### config.mk
export PLATFORM = sky130hd
export DESIGN_NAME = mem_stage
export DESIGN_NICKNAME = d
export VERILOG_FILES = /design/src/rtl/mem_stage.sv
export SDC_FILE = /design/constraint.sdc
export NUM_CORES = 1
export LEC_CHECK = 0
export ABC_CLOCK_PERIOD_IN_PS = 2700
export BUFFER_PORTS_ARGS = -buffer_cell sky130_fd_sc_hd__buf_2
export CORE_AREA = 4 4 110 112
export CTS_CLUSTER_DIAMETER = 120
export CTS_CLUSTER_SIZE = 30
export DETAILED_ROUTE_END_ITERATION = 12
export DIE_AREA = 0 0 114 116
export PLACE_DENSITY = 0.84
export SETUP_SLACK_MARGIN = 0.5
export SLEW_MARGIN = 5
export SYNTH_ARGS = -nofsm -noshare
export SYNTH_HDL_FRONTEND = slang
export SYNTH_SLANG_ARGS = --single-unit
### constraint.sdc
create_clock -name clk -period 2.7 [get_ports clk]
set_input_delay 0.27 -clock clk [delete_from_list [all_inputs] [get_ports clk]]
set_output_delay 0.27 -clock clk [all_outputs]
set_load 0.02 [all_outputs]
### src/rtl/mem_stage.sv
// rtl/mem_stage.sv - RV32I MEM stage: load/store bus sequencing, alignment and stall
//
// Purpose: executes loads and stores over a req/gnt/rvalid data bus, builds
// store byte-enables and lane-replicated store data, aligns and extends load
// data, and passes non-memory instructions straight through to mem_wb.
//
// Ports:
//   clk, rst                 clock, synchronous active-high reset
//   valid_i, opcode_i,       instruction from ex_mem
//   funct3_i, mem_addr_i,
//   mem_wdata_i, reg_wdata_i,
//   reg_we_i, reg_waddr_i
//   dbus_req_o, dbus_we_o,   data bus request side
//   dbus_addr_o, dbus_be_o,
//   dbus_wdata_o, dbus_gnt_i
//   dbus_rvalid_i,           data bus response side
//   dbus_rdata_i
//   reg_wdata_o, reg_we_o,   writeback fields to mem_wb
//   reg_waddr_o, opcode_o
//   stall_o                  freeze IF..EX and hold ex_mem
//   misalign_o, bus_err_o    one-cycle exception pulses
module mem_stage #(
  parameter int         TIMEOUT  = 16,
  parameter logic [6:0] LOAD_OP  = 7'b0000011,
  parameter logic [6:0] STORE_OP = 7'b0100011
) (
  input  logic        clk,
  input  logic        rst,
  input  logic        valid_i,
  input  logic [6:0]  opcode_i,
  input  logic [2:0]  funct3_i,
  input  logic [31:0] mem_addr_i,
  input  logic [31:0] mem_wdata_i,
  input  logic [31:0] reg_wdata_i,
  input  logic        reg_we_i,
  input  logic [4:0]  reg_waddr_i,
  output logic        dbus_req_o,
  output logic        dbus_we_o,
  output logic [31:0] dbus_addr_o,
  output logic [3:0]  dbus_be_o,
  output logic [31:0] dbus_wdata_o,
  input  logic        dbus_gnt_i,
  input  logic        dbus_rvalid_i,
  input  logic [31:0] dbus_rdata_i,
  output logic [31:0] reg_wdata_o,
  output logic        reg_we_o,
  output logic [4:0]  reg_waddr_o,
  output logic [6:0]  opcode_o,
  output logic        stall_o,
  output logic        misalign_o,
  output logic        bus_err_o
);

  localparam int CW = $clog2(TIMEOUT + 1);
  localparam logic [CW-1:0] CNT_LAST = CW'(TIMEOUT - 1);

  typedef enum logic [1:0] {
    S_IDLE,
    S_REQ,
    S_WAIT
  } state_t;

  state_t        state_q, state_d;
  logic [CW-1:0] cnt_q, cnt_d;
  logic [31:0]   addr_q, addr_d;
  logic [3:0]    be_q, be_d;
  logic [31:0]   wdata_q, wdata_d;
  logic [2:0]    funct3_q, funct3_d;
  logic          we_q, we_d;

  logic        is_load, is_store, is_mem, misaligned;
  logic [1:0]  off_in;
  logic [3:0]  be_in;
  logic [31:0] wdata_in;
  logic [31:0] shifted;
  logic [15:0] half;
  logic [31:0] load_data;

  assign is_load  = valid_i && (opcode_i == LOAD_OP);
  assign is_store = valid_i && (opcode_i == STORE_OP);
  assign is_mem   = is_load || is_store;
  assign off_in   = mem_addr_i[1:0];

  // funct3[1:0] encodes size for both signed and unsigned variants.
  assign misaligned = ((funct3_i[1:0] == 2'b01) && mem_addr_i[0]) ||
                      ((funct3_i[1:0] == 2'b10) && (mem_addr_i[1:0] != 2'b00));

  always_comb begin
    be_in    = 4'b1111;
    wdata_in = mem_wdata_i;
    if (is_store) begin
      case (funct3_i[1:0])
        2'b00: begin
          be_in    = 4'b0001 << off_in;
          wdata_in = {4{mem_wdata_i[7:0]}};
        end
        2'b01: begin
          be_in    = 4'b0011 << off_in;
          wdata_in = {2{mem_wdata_i[15:0]}};
        end
        default: begin
          be_in    = 4'b1111;
          wdata_in = mem_wdata_i;
        end
      endcase
    end
  end

  // Load alignment works only from the latched address and funct3.
  assign shifted = dbus_rdata_i >> {addr_q[1:0], 3'b000};
  assign half    = addr_q[1] ? dbus_rdata_i[31:16] : dbus_rdata_i[15:0];

  always_comb begin
    case (funct3_q)
      3'b000:  load_data = {{24{shifted[7]}}, shifted[7:0]};
      3'b100:  load_data = {24'h0, shifted[7:0]};
      3'b001:  load_data = {{16{half[15]}}, half};
      3'b101:  load_data = {16'h0, half};
      default: load_data = dbus_rdata_i;
    endcase
  end

  always_comb begin
    state_d      = state_q;
    cnt_d        = cnt_q;
    addr_d       = addr_q;
    be_d         = be_q;
    wdata_d      = wdata_q;
    funct3_d     = funct3_q;
    we_d         = we_q;
    dbus_req_o   = 1'b0;
    dbus_we_o    = 1'b0;
    dbus_addr_o  = 32'h0;
    dbus_be_o    = 4'h0;
    dbus_wdata_o = 32'h0;
    reg_wdata_o  = reg_wdata_i;
    reg_we_o     = 1'b0;
    reg_waddr_o  = reg_waddr_i;
    opcode_o     = opcode_i;
    stall_o      = 1'b0;
    misalign_o   = 1'b0;
    bus_err_o    = 1'b0;

    case (state_q)
      S_IDLE: begin
        if (is_mem) begin
          if (misaligned) begin
            misalign_o = 1'b1;
          end else begin
            dbus_req_o   = 1'b1;
            dbus_we_o    = is_store;
            dbus_addr_o  = {mem_addr_i[31:2], 2'b00};
            dbus_be_o    = be_in;
            dbus_wdata_o = wdata_in;
            stall_o      = 1'b1;
            addr_d       = mem_addr_i;
            be_d         = be_in;
            wdata_d      = wdata_in;
            funct3_d     = funct3_i;
            we_d         = is_store;
            cnt_d        = '0;
            state_d      = dbus_gnt_i ? S_WAIT : S_REQ;
          end
        end else if (valid_i) begin
          reg_we_o = reg_we_i;
        end
      end
      S_REQ: begin
        dbus_req_o   = 1'b1;
        dbus_we_o    = we_q;
        dbus_addr_o  = {addr_q[31:2], 2'b00};
        dbus_be_o    = be_q;
        dbus_wdata_o = wdata_q;
        stall_o      = 1'b1;
        if (dbus_gnt_i) begin
          state_d = S_WAIT;
        end
      end
      S_WAIT: begin
        if (dbus_rvalid_i) begin
          state_d = S_IDLE;
          cnt_d   = '0;
          if (!we_q) begin
            reg_we_o    = reg_we_i;
            reg_wdata_o = load_data;
          end
        end else if (cnt_q == CNT_LAST) begin
          bus_err_o = 1'b1;
          state_d   = S_IDLE;
          cnt_d     = '0;
        end else begin
          stall_o = 1'b1;
          cnt_d   = cnt_q + CW'(1);
        end
      end
      default: begin
        state_d = S_IDLE;
      end
    endcase

    // Reset forces every output low in the same cycle it is asserted.
    if (rst) begin
      dbus_req_o   = 1'b0;
      dbus_we_o    = 1'b0;
      dbus_addr_o  = 32'h0;
      dbus_be_o    = 4'h0;
      dbus_wdata_o = 32'h0;
      reg_wdata_o  = 32'h0;
      reg_we_o     = 1'b0;
      reg_waddr_o  = 5'h0;
      opcode_o     = 7'h0;
      stall_o      = 1'b0;
      misalign_o   = 1'b0;
      bus_err_o    = 1'b0;
    end
  end

  always_ff @(posedge clk) begin
    if (rst) begin
      state_q  <= S_IDLE;
      cnt_q    <= '0;
      addr_q   <= 32'h0;
      be_q     <= 4'h0;
      wdata_q  <= 32'h0;
      funct3_q <= 3'h0;
      we_q     <= 1'b0;
    end else begin
      state_q  <= state_d;
      cnt_q    <= cnt_d;
      addr_q   <= addr_d;
      be_q     <= be_d;
      wdata_q  <= wdata_d;
      funct3_q <= funct3_d;
      we_q     <= we_d;
    end
  end

endmodule

==> results of run 1 <==
-- layout by cell type, fill, tap and decap left out, drive strengths merged, types with 2 or more instances in the layout --
master    Yosys  routed
buf          18     300
nand2       204     204
a21oi       110     110
dfxtp        79      79
nor2         66      66
o21ai        40      40
mux2i        26      26
nor2b        19      19
a211oi       17      17
a22o         11      11
clkbuf       48      11
nor3         11      11
a211o         8       8
a221o         8       8
nand3b        8       8
o22ai         7       7
mux4          6       6
nand2b        5       5
bufinv        0       4
diode         0       3
a2bb2oi       3       3
clkinvlp      0       3
or3           3       3
and3          3       3
nand3         3       3
nor4          3       3
o211ai        2       2
mux2          2       2
nor3b         2       2
conb          1       2
o221ai        2       2
-- path summary, 6_finish.rpt --
path,startpoint,end,slack (ns),depth (start not counted)
min reg2reg,addr_q[22],addr_q[22],0.45,2
max reg2reg,state_q[1],wdata_q[10],0.98,5
min,dbus_gnt_i,state_q[0],0.11,2
max,opcode_i[3],dbus_wdata_o[8],0.14,7
-- area by class of cell --
type	instances	area, sq um
antenna	3	7.51
clock buffer	11	233
clock inverter	5	129
fill	960	3660
inverter	2	15.0
multi-input combinational	590	3660
sequential	79	1590
tap	143	179
timing repair buffer	301	1730
timing repair inverter	1	7.51
-- power breakdown --
group | leakage [nW] | total, mW | internal, mW | switching [mW]
combinational | 2.41 | 0.440 | 0.187 | 0.253
clock | 0.174 | 1.48 | 1.00 | 0.480
sequential | 0.640 | 1.17 | 1.17 | 0.00286
-- state kept, by name (all words and copies together), names as in the netlist --
register,count
we_q,1
state_q,2
addr_q,32
wdata_q,32
cnt_q,5
be_q,4
funct3_q,3
-- synth_stat cells, types with 9 or more instances --
| cell | n | area (sq um) |
|---|---|---|
| a211oi_1 | 17 | 128 |
| a21oi_1 | 110 | 551 |
| a22o_1 | 11 | 96.3 |
| buf_2 | 10 | 50.1 |
| clkbuf_1 | 48 | 180 |
| dfxtp_1 | 79 | 1580 |
| mux2i_1 | 26 | 260 |
| nand2_1 | 204 | 766 |
| nor2_1 | 66 | 248 |
| nor2b_1 | 19 | 119 |
| nor3_1 | 10 | 50.1 |
| o21ai_0 | 31 | 155 |
| o21ai_1 | 9 | 45.0 |
-- layer usage --
metal	wire, um	GRT usage, %	share of wire (%)	vias up
li1	-	-	-	3067
met1	7390	32.2	39	2899
met2	9460	46.1	49	320
met3	1710	6.74	8.9	50
met4	623	12.7	3.2	0
met5	0	0	0	-
-- logic make-up (layout without fill, tap and decap cells) --
| group | count (synthesis) | count (layout) | share of synthesized area (%) |
|---|---|---|---|
| buffers and inverters | 68 | 320 | 5.74 |
| AO/OA/AOI/OAI | 217 | 217 | 25.7 |
| multiplexers | 34 | 34 | 8.26 |
| other | 1 | 5 | 0.0741 |
| adder cells (fa/ha/maj) | 1 | 1 | 0.247 |
| AND/OR/NAND/NOR | 336 | 336 | 28.7 |
| flip-flops | 79 | 79 | 31.2 |
-- per-stage QoR --
step	hold slack [ns]	total power, mW	setup slack, ns
finish	0.107	3.09	0.138
global route	0.104	3.20	0.0855
CTS	0.0880	3.10	0.183
detailed placement	0.447	1.60	0.0280
global placement	0.442	1.59	0.0965
floorplan	0.342	1.40	0.367
-- repair_timing --
item,in CTS,in global routing
gates resized for setup,49,34
pin swaps,4,9
setup endpoints to repair,102,101
buffers inserted,5,4
endpoints found under the hold margin,0,0
gates cloned,3,0
hold buffers,0,0
==> flow_summary.toml, run 1 <==
[finish]
num-nets-final = 1134
post-route-util_pct = 67.3
fin_area_sq_um = 7560
drive_gt1_share_pct = 43.2
area_growth_pct = 49.3
final_cells = 1135

[setup_path]
crit_type = "in2out"
critical_path.startpoint_type = "input port"
worstPathMaxFanout = 7
path_cells = "buf_6, or4b_4, or3_4, or3_4, mux2i_2, o21ai_2, buf_2"
path_delay_family = "simple AND/OR/NAND/NOR gates"
cp_num_buf_inv = 2
cp_slowest_cell = "or4b_4"
cp_data_required_time_ns = 2.43
critPathMaxStageDelay_ns = 0.55
crit_top_cell = "or3_4"
cp-end-kind = "output pin"
cp.arrival_ns = 2.29

[synthesis]
synth_warnings = 0
post_synth_instance_area_sq_um = 5060
ys_seq_area_share_pct = 31.2
syn_inst = 736
ys_async_sr_fraction_pct = 0
synth.distinct_cells = 54
synth-edff-count = 0
avgSynthCellArea_sq_um = 6.88
ys_ff_latch = 79
synthFlopType = "dfxtp_1"

[global_routing]
grt-ovfl-total = 0
antenna_found_initial = 3
grt_pass1_wl_um = 29000
grt_usage_pct = 27.1
grt_pass1_vias = 5715
grt_start_max_net_pins = 66

[floorplan]
die_h_um = 116
die_area_sq_um = 13200
ioPinCount = 267
rows = 39
die_w_um = 114
core_area_sq_um = 11200
start_util_pct = 45.1

[clock_network]
htree_num_levels = 3
path_clk_slew_ns = 0.06
cts_buffer_depth = 2
cts_tree = "yes"
cts-buffers-inserted = 9
insertion_delay_ns = 0.33
cts_root_buffer = "clkbuf_16"
cts_num_sinks = 79

[routing]
via_per_inst = 5.58
wl_um = 19200
drt_iter0_drc = 437
wl_per_cell_um = 16.9
vias = 6336
dr.pass1.iters = 5
drc = 0
ant_nets = 0

[timing]
fin_skew_ns = 0.00620
fin_crit_ns = 2.56
relSlewSlack_pct = 53.0
final_hold_viol_count = 0
max_freq_ghz = 0.390
rsz0062_at_grt = "true"
min_period_over_period_pct = 94.9
setup_tns_ns = 0
setup_viol = 0
slew_violations = 0
tightest_slew_ns = 0.704

[placement]
post_dp_cell_area_sq_um = 6750
gp_congestion = 0.954
dp_hpwl_um = 13500
placedCellCount = 1104
io_buffers = 264

[power]
pwr_density_cell_nw_per_um2 = 409
vdd_drop_max_mv = 0.382
leakage_nw = 3.22

[run_status]
status = "completed"

[job]
maxCapViolCount = 0

[worst_hold_path]
hold_path_class = "in2reg"
No activity file was read; power rests on OpenSTA's default activity.
==> inputs of run 2 (changes only) <==
--- a/config.mk
+++ b/config.mk
@@ -7,12 +7,11 @@
 export LEC_CHECK = 0
 export ABC_CLOCK_PERIOD_IN_PS = 2700
 export BUFFER_PORTS_ARGS = -buffer_cell sky130_fd_sc_hd__buf_2
-export CORE_AREA = 4 4 110 112
+export CORE_AREA = 4 4 112 114
 export CTS_CLUSTER_DIAMETER = 120
-export CTS_CLUSTER_SIZE = 30
 export DETAILED_ROUTE_END_ITERATION = 12
-export DIE_AREA = 0 0 114 116
-export PLACE_DENSITY = 0.84
+export DIE_AREA = 0 0 116 118
+export PLACE_DENSITY = 0.81
 export SETUP_SLACK_MARGIN = 0.5
 export SLEW_MARGIN = 5
 export SYNTH_ARGS = -nofsm -noshare
==> flow_summary.toml, run 2 (synthesized netlist as in run 1, its figures left out) <==
[run_status]
status = "completed"

[timing]
slew_violations = 0
setup_slack_ns = 0.148
fin_hold_ws_ns = 0.106
setup_viol = 0
tightest_slew_ns = 0.845
fin_crit_ns = 2.55
rsz0062_at_grt = "true"
min_period_over_period_pct = 94.5
max_freq_ghz = 0.392
relSlewSlack_pct = 43.7
setup_tns_ns = 0
fin_skew_ns = 0.00666
final_hold_viol_count = 0

[finish]
final_cells = 1153
top_regs = "addr_q: 32 flops, wdata_q: 32 flops, cnt_q: 5 flops"
mostFrequentLayoutCell = "buf_2"
drive_gt1_share_pct = 45.3
fin_area_sq_um = 7880
final_cell_mix = "buf_2, nand2_1, dfxtp_1"
num-nets-final = 1154
area_growth_pct = 55.7

[setup_path]
cp-end-kind = "output pin"
cp.arrival_ns = 2.28
critical_path.startpoint_type = "input port"
crit_top_cell = "buf_4"
critPathMaxStageDelay_ns = 0.56
cp_slowest_cell = "or4b_4"
worstPathMaxFanout = 19
crit_type = "in2out"
r2r-start = "state_q[1]"
path_cells = "buf_6, or4b_4, nor3_2, buf_4, nand4b_1, buf_4, a211o_1, nand2_1, buf_2"
cp_data_required_time_ns = 2.43
r2r_cells = 7
startpoint = "opcode_i[6]"

[placement]
placedCellCount = 1105
io_buffers = 264
gp_congestion = 0.936
dp_hpwl_um = 13600
post_dp_cell_area_sq_um = 6780
pre_cts_slack_ns = 0.0156

[floorplan]
rows = 39
die_area_sq_um = 13700
die_w_um = 116
start_util_pct = 44.3
die_h_um = 118
ioPinCount = 267
core_area_sq_um = 11400

[routing]
vias = 6624
dr.pass1.iters = 5
drc = 0
wl_per_cell_um = 18.0
via_per_inst = 5.75
wl_um = 20800
drt_iter0_drc = 570
ant_nets = 0

[clock_network]
insertion_delay_ns = 0.33
cts_buffer_depth = 2
cts_tree = "yes"
path_clk_slew_ns = 0.06
htree_num_levels = 3
cts-buffers-inserted = 9
cts_root_buffer = "clkbuf_16"
cts_num_sinks = 79

[global_routing]
grt_start_max_net_pins = 79
grt-ovfl-total = 0
grt_usage_pct = 27.4
grt_pass1_vias = 6109
antenna_found_initial = 1
grt_pass1_wl_um = 30400

[power]
pwr_density_cell_nw_per_um2 = 361
vdd_drop_max_mv = 0.367
leakage_nw = 3.34

[job]
maxCapViolCount = 0

[worst_hold_path]
hp-start = "dbus_gnt_i"
hold_path_class = "in2reg"
hold_depth = 2
==> run 2: changes by cell type in the layout (fill, tap and decap cells not counted), sizes merged <==
cell and change:
buf +20, bufinv -3, clkbuf -1, clkinv +4, diode -2
==> run 2: cell type report <==
| type | count | area, sq um |
|---|---|---|
| antenna | 1 | 2.50 |
| clock buffer | 10 | 229 |
| clock inverter | 6 | 61.3 |
| fill | 889 | 3540 |
| inverter | 2 | 13.8 |
| multi-input combinational | 590 | 3760 |
| sequential | 79 | 1590 |
| tap | 143 | 179 |
| timing repair buffer | 321 | 2030 |
| timing repair inverter | 1 | 7.51 |
==> run 2: path summary, 6_finish.rpt <==
path,slack [ns],to
setup / recovery,0.15,dbus_wdata_o[27]
setup reg to reg,0.62,wdata_q[23]
hold reg to reg,0.45,addr_q[10]
hold / removal,0.11,state_q[0]
==> run 2: what timing repair did <==
action                                  CTS  global route
pin swaps                                13            18
endpoints found under the setup margin  103           102
hold buffers                              0             0
gates cloned                              5             0
setup buffers                            14            12
gates resized for setup                  80            44
==> run 2: metrics by stage <==
step | total power [mW] | util [%]
after detailed placement | 1.60 | 59.4
final | 2.84 | 69.0
after floorplan | 1.40 | -
after global placement | 1.60 | 59.4
after global routing | 2.93 | 69.0
after CTS | 2.82 | 66.4
==> run 2: layer usage <==
layer,up-vias,global-route usage (%),share of wire [%]
li1,3097,-,-
met1,3047,31.7,37
met2,400,46.0,48
met3,80,6.89,10
met4,0,14.1,4.9
met5,-,0,0
==> run 2: critical path: cells and delay by family <==
family                 cells  cell delay [ns]
AND/OR/NAND/NOR            4             1.04
buffers and inverters      4             0.70
AO/OA/AOI/OAI              1             0.28
==> run 2: power breakdown <==
group	switching, mW	total, mW	internal (mW)
Sequential	0.00278	1.17	1.17
Combinational	0.270	0.470	0.200
Clock	0.491	1.20	0.713
Total	0.764	2.84	2.08
==> inputs of run 3 (changes only) <==
--- a/config.mk
+++ b/config.mk
@@ -7,10 +7,10 @@
 export LEC_CHECK = 0
 export ABC_CLOCK_PERIOD_IN_PS = 2700
 export BUFFER_PORTS_ARGS = -buffer_cell sky130_fd_sc_hd__buf_2
-export CORE_AREA = 4 4 112 114
+export CORE_AREA = 2 2 110 112
 export CTS_CLUSTER_DIAMETER = 120
 export DETAILED_ROUTE_END_ITERATION = 12
-export DIE_AREA = 0 0 116 118
+export DIE_AREA = 0 0 112 114
 export PLACE_DENSITY = 0.81
 export SETUP_SLACK_MARGIN = 0.5
 export SLEW_MARGIN = 5
==> flow_summary.toml, run 3 (synthesized netlist as in run 1, its figures left out) <==
[run_status]
status = "completed"

[finish]
final_cells = 1174
fin_area_sq_um = 8470
area_growth_pct = 67.4
mostFrequentLayoutCell = "buf_2"
drive_gt1_share_pct = 49.8
final_cell_mix = "buf_2, nand2_1, buf_4"
fillers = 849
top_regs = "addr_q: 32 flops, wdata_q: 32 flops, cnt_q: 5 flops"
num-nets-final = 1170

[timing]
fin_skew_ns = 0.0110
setup_tns_ns = 0
rsz0062_at_grt = "true"
slew_violations = 0
max_freq_ghz = 0.392
final_hold_viol_count = 0
tightest_slew_ns = 0.761
min_period_over_period_pct = 94.4
setup_viol = 0
fin_crit_ns = 2.55
relSlewSlack_pct = 49.2

[placement]
post_dp_cell_area_sq_um = 6770
dp_hpwl_um = 13000
placedCellCount = 1109
io_buffers = 264
gp_congestion = 0.915

[clock_network]
insertion_delay_ns = 0.33
cts_buffer_depth = 2
cts_root_buffer = "clkbuf_16"
cts_num_sinks = 79
path_clk_slew_ns = 0.06
htree_num_levels = 3
cts_tree = "yes"
cts-buffers-inserted = 9

[worst_hold_path]
hold_path_class = "in2reg"

[setup_path]
crit_top_cell = "or3_4"
cp_data_required_time_ns = 2.43
critPathMaxStageDelay_ns = 0.54
cp-end-kind = "output pin"
cp_num_buf_inv = 2
worstPathMaxFanout = 7
crit_type = "in2out"
cp_slowest_cell = "or4b_4"
path_cells = "buf_6, or4b_4, or3_4, or3_4, mux2i_2, o21ai_2, buf_2"
cp.arrival_ns = 2.28
critical_path.startpoint_type = "input port"
path_delay_family = "simple AND/OR/NAND/NOR gates"

[global_routing]
antenna_found_initial = 1
grt_pass1_wl_um = 30400
grt-ovfl-total = 0
grt_start_max_net_pins = 97
grt_pass1_vias = 6181
grt_usage_pct = 29.2

[power]
pwr_density_cell_nw_per_um2 = 344
vdd_drop_max_mv = 0.323
leakage_nw = 3.49
finalPower_mw = 2.91

[routing]
ant_nets = 0
wl_um = 21800
dr.pass1.iters = 5
wl_per_cell_um = 18.5
drt_iter0_drc = 630
vias = 6814
via_per_inst = 5.80
drc = 0

[floorplan]
rows = 40
die_w_um = 112
die_area_sq_um = 12800
ioPinCount = 267
start_util_pct = 43.2
core_area_sq_um = 11700
die_h_um = 114

[job]
maxCapViolCount = 0
run 3: cell count changes in the layout (fill, tap and decap cells not counted), sizes merged:
cell / delta
clkinvlp: -1
inv: -1
clkinv: -2
clkbuf: +9
buf: +11
diode: +1
run 3: worst reg2reg max path, delay by kind of cell (launching register included):
family,cells,cell delay [ns]
buffers and inverters,4,0.71
and+or+nand+nor,3,0.41
DFF,1,0.39
AOI/OAI and AO/OA,1,0.25
run 3: path summary, 6_finish.rpt:
kind,start,to,slack (ns),cells after the start
max,opcode_i[3],dbus_wdata_o[8],0.15,7
min,dbus_gnt_i,state_q[0],0.1,2
max reg2reg,state_q[1],wdata_q[17],0.83,8
min reg2reg,addr_q[13],addr_q[13],0.45,2
run 3: layout make-up:
type                    count  area [sq um]  share of cell area, %
multi-input cells         590          3870                   45.7
repair buffers            337          2490                   29.4
flip-flops and latches     79          1590                   18.8
clock buffers              14           264                   3.12
well taps                 147           184                   2.17
clock inverters             2          38.8                  0.458
inverters                   2          12.5                  0.148
repair inverters            1          7.51                 0.0886
diodes                      2          5.00                 0.0591
run 3: metal layers:
metal | track usage [%] | wire, um
met5 | 0 | 0
met4 | 16.7 | 1160
met3 | 6.80 | 2010
met2 | 51.0 | 10700
met1 | 32.8 | 7860
run 3: power by group:
part | leakage, nW | total, mW | internal (mW) | switching, mW
Clock | 0.147 | 1.25 | 0.771 | 0.482
Sequential | 0.640 | 1.17 | 1.17 | 0.00299
Combinational | 2.70 | 0.487 | 0.208 | 0.279
run 3: stage by stage:
stage / hold WS [ns] / util (%) / setup slack [ns]
floorplan: 0.342 / - / 0.367
global placement: 0.442 / 57.8 / 0.0913
detailed placement: 0.447 / 57.8 / 0.0341
CTS: 0.0963 / 65.9 / 0.218
global route: 0.0945 / 72.3 / 0.111
finish: 0.0984 / 72.3 / 0.150
run 3: timing repair:
action / 4_1_cts / 5_1_grt
hold buffers: 0 / 0
pin swaps: 15 / 52
setup endpoints to repair: 100 / 103
buffers inserted: 19 / 17
cloned: 3 / 8
resized for setup: 119 / 139
